### src/rtl/backprop_pkg.sv
// Shared definitions for the backprop delta datapath: controller states,
// the default fixed-point fraction width and a generic saturation helper.
package backprop_pkg;

  // Controller states of the delta calculator.
  typedef enum logic [1:0] {
    ST_IDLE = 2'd0,
    ST_CALC = 2'd1,
    ST_DONE = 2'd2
  } state_e;

  // Default number of fractional bits of the Q-format (Q8.8 for 16-bit data).
  localparam int DEFAULT_FRAC_BITS = 8;

  // Clamp a sign-extended 64-bit value into the signed range of a width-bit
  // word. The caller keeps the low width bits of the result.
  function automatic logic signed [63:0] saturate(input logic signed [63:0] value,
                                                  input int width);
    logic signed [63:0] max_v;
    logic signed [63:0] min_v;
    logic signed [63:0] result;
    max_v  = (64'sd1 <<< (width - 1)) - 64'sd1;
    min_v  = -(64'sd1 <<< (width - 1));
    result = value;
    if (value > max_v) begin
      result = max_v;
    end else if (value < min_v) begin
      result = min_v;
    end
    return result;
  endfunction

endpackage

### src/rtl/fx_mul_sat.sv
// Signed fixed-point multiply, arithmetic right shift by frac_bits and
// saturation back to data_size bits. Purely combinational.
// The a operand is one bit wider than the data so that a cost-layer error
// (difference of two data words) reaches the multiplier without overflow.
module fx_mul_sat
  import backprop_pkg::*;
#(
  parameter int data_size = 16,
  parameter int frac_bits = DEFAULT_FRAC_BITS
) (
  input  logic [data_size:0]   a_i,
  input  logic [data_size-1:0] b_i,
  output logic [data_size-1:0] y_o
);

  // Product of a (data_size+1 bits) and b (data_size bits) fits in PW bits.
  localparam int PW = 2 * data_size + 1;

  logic signed [PW-1:0] a_ext;
  logic signed [PW-1:0] b_ext;
  logic signed [PW-1:0] prod;
  logic signed [PW-1:0] shifted;
  logic signed [63:0]   wide;
  logic signed [63:0]   clamped;
  logic                 unused_hi;

  // Sign-extend both operands, multiply, rescale and clamp.
  always_comb begin
    a_ext   = {{(PW - data_size - 1){a_i[data_size]}}, a_i};
    b_ext   = {{(PW - data_size){b_i[data_size-1]}}, b_i};
    prod    = a_ext * b_ext;
    shifted = prod >>> frac_bits;
    wide    = {{(64 - PW){shifted[PW-1]}}, shifted};
    clamped = saturate(wide, data_size);
    y_o     = clamped[data_size-1:0];
  end

  // Upper bits of the clamped value are pure sign copies after saturation.
  assign unused_hi = ^clamped[63:data_size];

endmodule

### src/rtl/diff_delta_calc.sv
// Backprop delta calculator: captures one bundle of per-neuron error inputs,
// computes delta[i] = sat((relu'(z[i]) * e[i] * lr) >>> frac_bits) one
// element per cycle through a single shared multiplier, then presents the
// registered delta bundle with its weight-row tags until it is taken.
//
// Timing: the gated error of element k is registered in the cycle it is
// selected and multiplied the following cycle, so a size-element bundle
// spends size+1 cycles in CALC and out_valid rises size+1 cycles after the
// accept edge.
module diff_delta_calc
  import backprop_pkg::*;
#(
  parameter int size      = 3,
  parameter int data_size = 16,
  parameter int frac_bits = DEFAULT_FRAC_BITS
) (
  input  logic                        clk,
  input  logic                        rst,
  input  logic                        in_valid,
  output logic                        in_ready,
  input  logic [31:0]                 w_layer_index,
  input  logic [31:0]                 w_row_index,
  input  logic                        is_cost_layer,
  input  logic                        is_update,
  input  logic [size*data_size-1:0]   diff_to_all,
  input  logic [size*data_size-1:0]   z,
  input  logic [size*data_size-1:0]   predict_value,
  input  logic [data_size-1:0]        learning_rate,
  output logic                        out_valid,
  input  logic                        out_ready,
  output logic [size*data_size-1:0]   delta,
  output logic [31:0]                 w_layer_index_out,
  output logic [31:0]                 w_row_index_out,
  output logic                        is_update_out
);

  localparam int IDX_W = (size > 1) ? $clog2(size) : 1;
  localparam logic [IDX_W-1:0] LAST_IDX = IDX_W'(size - 1);

  // Controller state.
  state_e state_q;
  state_e state_d;
  logic   accept;

  // Captured bundle (held constant from accept to the next accept).
  logic [data_size-1:0] diff_q  [size];
  logic [data_size-1:0] z_q     [size];
  logic [data_size-1:0] pred_q  [size];
  logic [data_size-1:0] lr_q;
  logic                 cost_q;

  // Registered output bundle, written element by element.
  logic [data_size-1:0] delta_q [size];

  // Element selection and multiplier pipeline.
  logic [IDX_W-1:0] idx_q;
  logic [IDX_W-1:0] idx_d;
  logic             issued_q;
  logic             issued_d;
  logic [data_size:0] g_q;
  logic [data_size:0] g_d;
  logic [IDX_W-1:0] g_idx_q;
  logic [IDX_W-1:0] g_idx_d;
  logic             g_vld_q;
  logic             g_vld_d;

  // Current element operands and gated error.
  logic [data_size-1:0] cur_diff;
  logic [data_size-1:0] cur_z;
  logic [data_size-1:0] cur_pred;
  logic [data_size:0]   err;
  logic [data_size:0]   gated;
  logic                 z_pos;
  logic [data_size-1:0] mul_y;

  assign accept = in_ready & in_valid;

  // Next-state logic and handshake outputs decoded from the state.
  always_comb begin
    state_d   = state_q;
    in_ready  = 1'b0;
    out_valid = 1'b0;
    case (state_q)
      ST_IDLE: begin
        in_ready = 1'b1;
        if (in_valid) begin
          state_d = ST_CALC;
        end
      end
      ST_CALC: begin
        if (g_vld_q && (g_idx_q == LAST_IDX)) begin
          state_d = ST_DONE;
        end
      end
      ST_DONE: begin
        out_valid = 1'b1;
        if (out_ready) begin
          state_d = ST_IDLE;
        end
      end
      default: begin
        state_d = ST_IDLE;
      end
    endcase
  end

  // Error term of the selected element, gated by the ReLU derivative of z.
  always_comb begin
    cur_diff = diff_q[idx_q];
    cur_z    = z_q[idx_q];
    cur_pred = pred_q[idx_q];
    if (cost_q) begin
      err = {cur_z[data_size-1], cur_z} - {cur_pred[data_size-1], cur_pred};
    end else begin
      err = {cur_diff[data_size-1], cur_diff};
    end
    z_pos = ~cur_z[data_size-1] & (|cur_z);
    gated = z_pos ? err : '0;
  end

  // Walk the element index and feed the multiplier pipeline register.
  always_comb begin
    idx_d    = idx_q;
    issued_d = issued_q;
    g_d      = g_q;
    g_idx_d  = g_idx_q;
    g_vld_d  = 1'b0;
    if (accept) begin
      idx_d    = '0;
      issued_d = 1'b0;
    end else if ((state_q == ST_CALC) && !issued_q) begin
      g_d     = gated;
      g_idx_d = idx_q;
      g_vld_d = 1'b1;
      if (idx_q == LAST_IDX) begin
        idx_d    = '0;
        issued_d = 1'b1;
      end else begin
        idx_d = idx_q + IDX_W'(1);
      end
    end
  end

  // State and pipeline registers; reset abandons any bundle in flight.
  always_ff @(posedge clk) begin
    if (rst) begin
      state_q  <= ST_IDLE;
      idx_q    <= '0;
      issued_q <= 1'b0;
      g_q      <= '0;
      g_idx_q  <= '0;
      g_vld_q  <= 1'b0;
    end else begin
      state_q  <= state_d;
      idx_q    <= idx_d;
      issued_q <= issued_d;
      g_q      <= g_d;
      g_idx_q  <= g_idx_d;
      g_vld_q  <= g_vld_d;
    end
  end

  // Capture the scalar operands and pass-through tags on accept.
  always_ff @(posedge clk) begin
    if (rst) begin
      lr_q              <= '0;
      cost_q            <= 1'b0;
      w_layer_index_out <= '0;
      w_row_index_out   <= '0;
      is_update_out     <= 1'b0;
    end else if (accept) begin
      lr_q              <= learning_rate;
      cost_q            <= is_cost_layer;
      w_layer_index_out <= w_layer_index;
      w_row_index_out   <= w_row_index;
      is_update_out     <= is_update;
    end
  end

  // The single shared multiplier works on the registered gated error.
  fx_mul_sat #(
    .data_size (data_size),
    .frac_bits (frac_bits)
  ) u_mul (
    .a_i (g_q),
    .b_i (lr_q),
    .y_o (mul_y)
  );

  genvar gi;
  generate
    for (gi = 0; gi < size; gi++) begin : g_elem
      // Capture this element's vectors on accept.
      always_ff @(posedge clk) begin
        if (rst) begin
          diff_q[gi] <= '0;
          z_q[gi]    <= '0;
          pred_q[gi] <= '0;
        end else if (accept) begin
          diff_q[gi] <= diff_to_all[gi*data_size +: data_size];
          z_q[gi]    <= z[gi*data_size +: data_size];
          pred_q[gi] <= predict_value[gi*data_size +: data_size];
        end
      end

      // Write this element's delta in place when its product is ready.
      always_ff @(posedge clk) begin
        if (rst) begin
          delta_q[gi] <= '0;
        end else if (g_vld_q && (g_idx_q == IDX_W'(gi))) begin
          delta_q[gi] <= mul_y;
        end
      end

      assign delta[gi*data_size +: data_size] = delta_q[gi];
    end
  endgenerate

endmodule

### config.mk
export PLATFORM = sky130hd
export DESIGN_NAME = diff_delta_calc
export DESIGN_NICKNAME = d
export VERILOG_FILES = /design/src/rtl/backprop_pkg.sv /design/src/rtl/fx_mul_sat.sv /design/src/rtl/diff_delta_calc.sv
export SDC_FILE = /design/constraint.sdc
export NUM_CORES = 1
export LEC_CHECK = 0
export ABC_AREA = 1
export CAP_MARGIN = 25
export CORE_MARGIN = 8
export CORE_UTILIZATION = 51
export DETAILED_ROUTE_END_ITERATION = 8
export PLACE_DENSITY = 0.77
export SLEW_MARGIN = 0
export SYNTH_ARGS = -nofsm -noshare
export SYNTH_HDL_FRONTEND = slang
export SYNTH_SLANG_ARGS = --single-unit
### constraint.sdc
create_clock -name clk -period 6.5 [get_ports clk]
set_input_delay 1.3 -clock clk [delete_from_list [all_inputs] [get_ports clk]]
set_output_delay 1.3 -clock clk [all_outputs]
set_load 0.01 [all_outputs]
==> impl_results.md <==
* Number of DRC markers after the initial detailed-route iteration at 1,535
* Primary FF master, synth: sky130_fd_sc_hd__edfxtp_1
* Transition at the pin with the smallest max-transition slack at 1.08 ns
* Top post-synthesis cells by area: sky130_fd_sc_hd__edfxtp_1 (24%), sky130_fd_sc_hd__fa_1 (23%), sky130_fd_sc_hd__nand2_1 (11%)
* Number of buffers created by CTS at 30
* Type of the worst setup path: reg -> reg
* Required time at the endpoint of the critical path at 6.87 ns
* Final global-route overflow total at 0
* Share of flip-flops with an asynchronous set or reset after synthesis at 0%
* Run status: completed
* Worst Setup End Kind: flop
* Sequential fraction of the synthesis area at 32.8%
* Max Fclk at 160 MHz
* Distinct cell type count after synthesis at 47
* Synthesized flop and latch total at 301
* Power density cells at 178 mW/mm2
* Setup WS post-layout at 0.251 ns
* Hold path depth at 2
* Post-Place Setup Slack at -0.110 ns
* R2R Setup Slk at 0.25 ns
* Worst min-delay path category: reg -> reg
* Clock insertion delay at the later pin of the skew report at 0.58 ns
* Port buffer count at 344
* Die outline width at 234 um
* Sequential cell area in the final layout at 0.00801 mm2
* Final Hold Viols at 0
* Met3 Wirelength at 4870 um
* Placement row count at 80
* Routed met2 length at 34,600 um
* Final critical path time including I/O delays and setup at 6.25 ns
* Filler Cells Inserted at 3,879
* Max rail drop VDD at 0.212 mV
* Setup TNS at 0 ns
* Max Root-Sink Buffers at 3
* Cell area after technology mapping at 0.0242 mm2
* Sum of routed wire segments on met1 at 26,400 um
* Fin nets at 3,863
* WL per Instance at 17.4 um
* Wire length after detailed routing at 67,800 um
* Most frequent standard cell in the layout excluding fill and tap cells: sky130_fd_sc_hd__nand2_1
* Share of final-layout standard cells stronger than drive strength 1 at 8.32%
* Clk pin slew, worst setup/hold paths at 0.07 ns
* Sum of internal, switching and leakage power at 5360 uW
* Count of antenna-violating nets left after detailed routing at 0
* Via density per instance at 5.12
* Number of enable-type register cells in the synthesized netlist at 192
* Max Slew Vio Count at 0
* Via Count at 19,951
* Data arrival, critical path at 6.61 ns
* Global-route usage over all layers at 24.8%
* Y dimension of the die at 234 um
* Synth-to-layout area growth at 24.0%
* Final weighted congestion in routability-driven placement at 0.917
* CTS H-Tree Depth at 1
* Critical Path Fanout Max at 8
* Multi-input gate area in the final layout at 0.0134 mm2
* Area of all placed cells without fillers at 0.0300 mm2
* Number of antenna violations at the first check in global routing at 0
* Path depth of the worst reg2reg path at 27
* Highest-count cells in the layout ignoring fill and taps: sky130_fd_sc_hd__nand2_1 (698), sky130_fd_sc_hd__inv_1 (676), sky130_fd_sc_hd__clkdlybuf4s50_1 (344)
* Startpoint Class: flop
* Iteration count of the initial detailed-routing pass at 6
* Root buf cell: sky130_fd_sc_hd__clkbuf_16
* Number of max-cap violations at 0
* Clk sink count at 301
* Post-synthesis cell count at 2,934
* Final Skew at 0.0170 ns
* Period utilization at 96.1%
* Synthesized area divided by synthesized cell count at 8.26 um2
* Number of global-route vias before repair at 21,126
* Area of the core region at 0.0473 mm2
* Die Area at 0.0547 mm2
* First-pass GRT wire length at 109,000 um
* Hpwl dp at 53,900 um
* Max-slew headroom at the worst pin at 27.6%
* TritonCTS clock tree: built
* Top metal layer carrying routed signals: met4
* Final setup violation count at 0
* Leading area contributor after synthesis: sky130_fd_sc_hd__edfxtp_1
* Ports at 345
* Initial cell density of the core at 51.2%
* Top cell type's share of synthesized area at 23.8%
* Pin count of the biggest net entering global routing at 99
* Synthesis warning total at 0
* Area of placed instances at 0.0285 mm2
* Residual DRC at 0
* Post-layout util at 63.5%
* Total leakage power at 0.0152 uW
* Number of nets produced by synthesis at 3,537
cell type report:
cell class	count	area share [%]
clock inverter	16	0.321
tap	615	2.56
sequential	301	26.7
clock buffer	39	2.83
antenna	1	0.00833
inverter	689	8.64
timing repair buffer	436	14.3
multi-input combinational	1802	44.6
sequential cells by signal, summed over array words and instances, names as in the netlist, named ones only:
signal,cells
g_q,17
z_q,48
diff_q,48
cost_q,1
w_row_index_out,32
lr_q,16
g_vld_q,1
state_q,2
delta_q,48
idx_q,2
pred_q,48
g_idx_q,2
w_layer_index_out,32
issued_q,1
is_update_out,1
logic make-up (layout without fill, tap and decap cells):
| group | after synthesis | count (layout) | synth area share, % |
|---|---|---|---|
| compound gates | 232 | 232 | 5.27 |
| xor+xnor | 34 | 34 | 1.32 |
| fa+ha+maj | 373 | 373 | 27.8 |
| buf+inv | 831 | 1180 | 13.2 |
| flops | 301 | 301 | 32.8 |
| other cells | 0 | 1 | 0 |
| simple gates | 1163 | 1163 | 19.6 |
critical path, cell delays in order, from the launching register on:
cell and delay [ns]:
sky130_fd_sc_hd__dfxtp_4 0.39, sky130_fd_sc_hd__buf_4 0.12, sky130_fd_sc_hd__nand2_1 0.09, sky130_fd_sc_hd__fa_1 0.57
sky130_fd_sc_hd__inv_1 0.08, sky130_fd_sc_hd__fa_2 0.46, sky130_fd_sc_hd__buf_8 0.16, sky130_fd_sc_hd__buf_4 0.14
sky130_fd_sc_hd__fa_1 0.54, sky130_fd_sc_hd__inv_1 0.09, sky130_fd_sc_hd__fa_1 0.48, sky130_fd_sc_hd__inv_1 0.05
sky130_fd_sc_hd__fa_1 0.51, sky130_fd_sc_hd__fa_1 0.44, sky130_fd_sc_hd__ha_1 0.34, sky130_fd_sc_hd__inv_1 0.08
sky130_fd_sc_hd__nor3_1 0.27, sky130_fd_sc_hd__nand2_1 0.11, sky130_fd_sc_hd__nor2_1 0.11, sky130_fd_sc_hd__nand2_1 0.07
sky130_fd_sc_hd__nand2_1 0.06, sky130_fd_sc_hd__nand2_1 0.05, sky130_fd_sc_hd__nand2_1 0.08, sky130_fd_sc_hd__nand4_1 0.15
sky130_fd_sc_hd__nand2_4 0.18, sky130_fd_sc_hd__buf_12 0.18, sky130_fd_sc_hd__nand2_4 0.06, sky130_fd_sc_hd__a21oi_1 0.18
where the power goes:
group          leakage (uW)  switching (uW)  internal (uW)
clock              0.000471             742            921
sequential          0.00296            74.5           2170
combinational        0.0118             837            617
total                0.0152            1650           3710
per-layer routing:
metal / global-route usage, % / vias up
met5: 0 / -
met2: 43.6 / 713
met3: 4.78 / 134
met4: 7.83 / 0
li1: - / 9415
met1: 30.7 / 9689
synthesized netlist by cell type (2+ instances only):
library cell               count
sky130_fd_sc_hd__nor2_1      249
sky130_fd_sc_hd__nand3b_1      2
sky130_fd_sc_hd__nand2_2      12
sky130_fd_sc_hd__or2_2         6
sky130_fd_sc_hd__xor2_1       18
sky130_fd_sc_hd__nand3_1     144
sky130_fd_sc_hd__and2_1        3
sky130_fd_sc_hd__inv_1       684
sky130_fd_sc_hd__nand2_1     710
sky130_fd_sc_hd__a21oi_1     144
sky130_fd_sc_hd__xor2_2        2
sky130_fd_sc_hd__edfxtp_1    192
sky130_fd_sc_hd__ha_1         97
sky130_fd_sc_hd__a211oi_1      5
sky130_fd_sc_hd__o21bai_1      5
sky130_fd_sc_hd__buf_2         8
sky130_fd_sc_hd__buf_6         3
sky130_fd_sc_hd__clkbuf_1    110
sky130_fd_sc_hd__buf_4         6
sky130_fd_sc_hd__inv_2         5
sky130_fd_sc_hd__a21oi_2       6
sky130_fd_sc_hd__nand2_4      11
sky130_fd_sc_hd__and3_1        2
sky130_fd_sc_hd__buf_1        14
sky130_fd_sc_hd__o31ai_1       8
sky130_fd_sc_hd__a21o_1        4
sky130_fd_sc_hd__fa_1        276
sky130_fd_sc_hd__dfxtp_1     109
sky130_fd_sc_hd__o21ai_0      48
sky130_fd_sc_hd__nor4_1        4
sky130_fd_sc_hd__nand4_1       7
sky130_fd_sc_hd__o211ai_1      6
sky130_fd_sc_hd__nor3_1        8
sky130_fd_sc_hd__xnor2_1      13
metrics by stage:
stage	instances	hold WS, ns
after floorplan	2934	0.437
after global placement	3822	0.427
after detailed placement	3822	0.431
after CTS	3877	0.447
after global routing	3898	0.464
final	3899	0.445
timing repair:
action | 4_1_cts | 5_1_grt
endpoints found under the setup margin | 45 | 45
buffers inserted | 0 | 21
hold buffers | 0 | 0
gates cloned | 0 | 0
pin swaps | 0 | 27
resized for setup | 4 | 123
path summary, 6_finish.rpt:
kind | from | to
setup / recovery | g_q[16] | delta_q[2][9]
hold / removal | w_layer_index_out[7] | w_layer_index_out[7]
setup reg to reg | g_q[16] | delta_q[2][9]
hold reg to reg | w_layer_index_out[7] | w_layer_index_out[7]
Note: power is estimated with default switching activity, not from simulation.
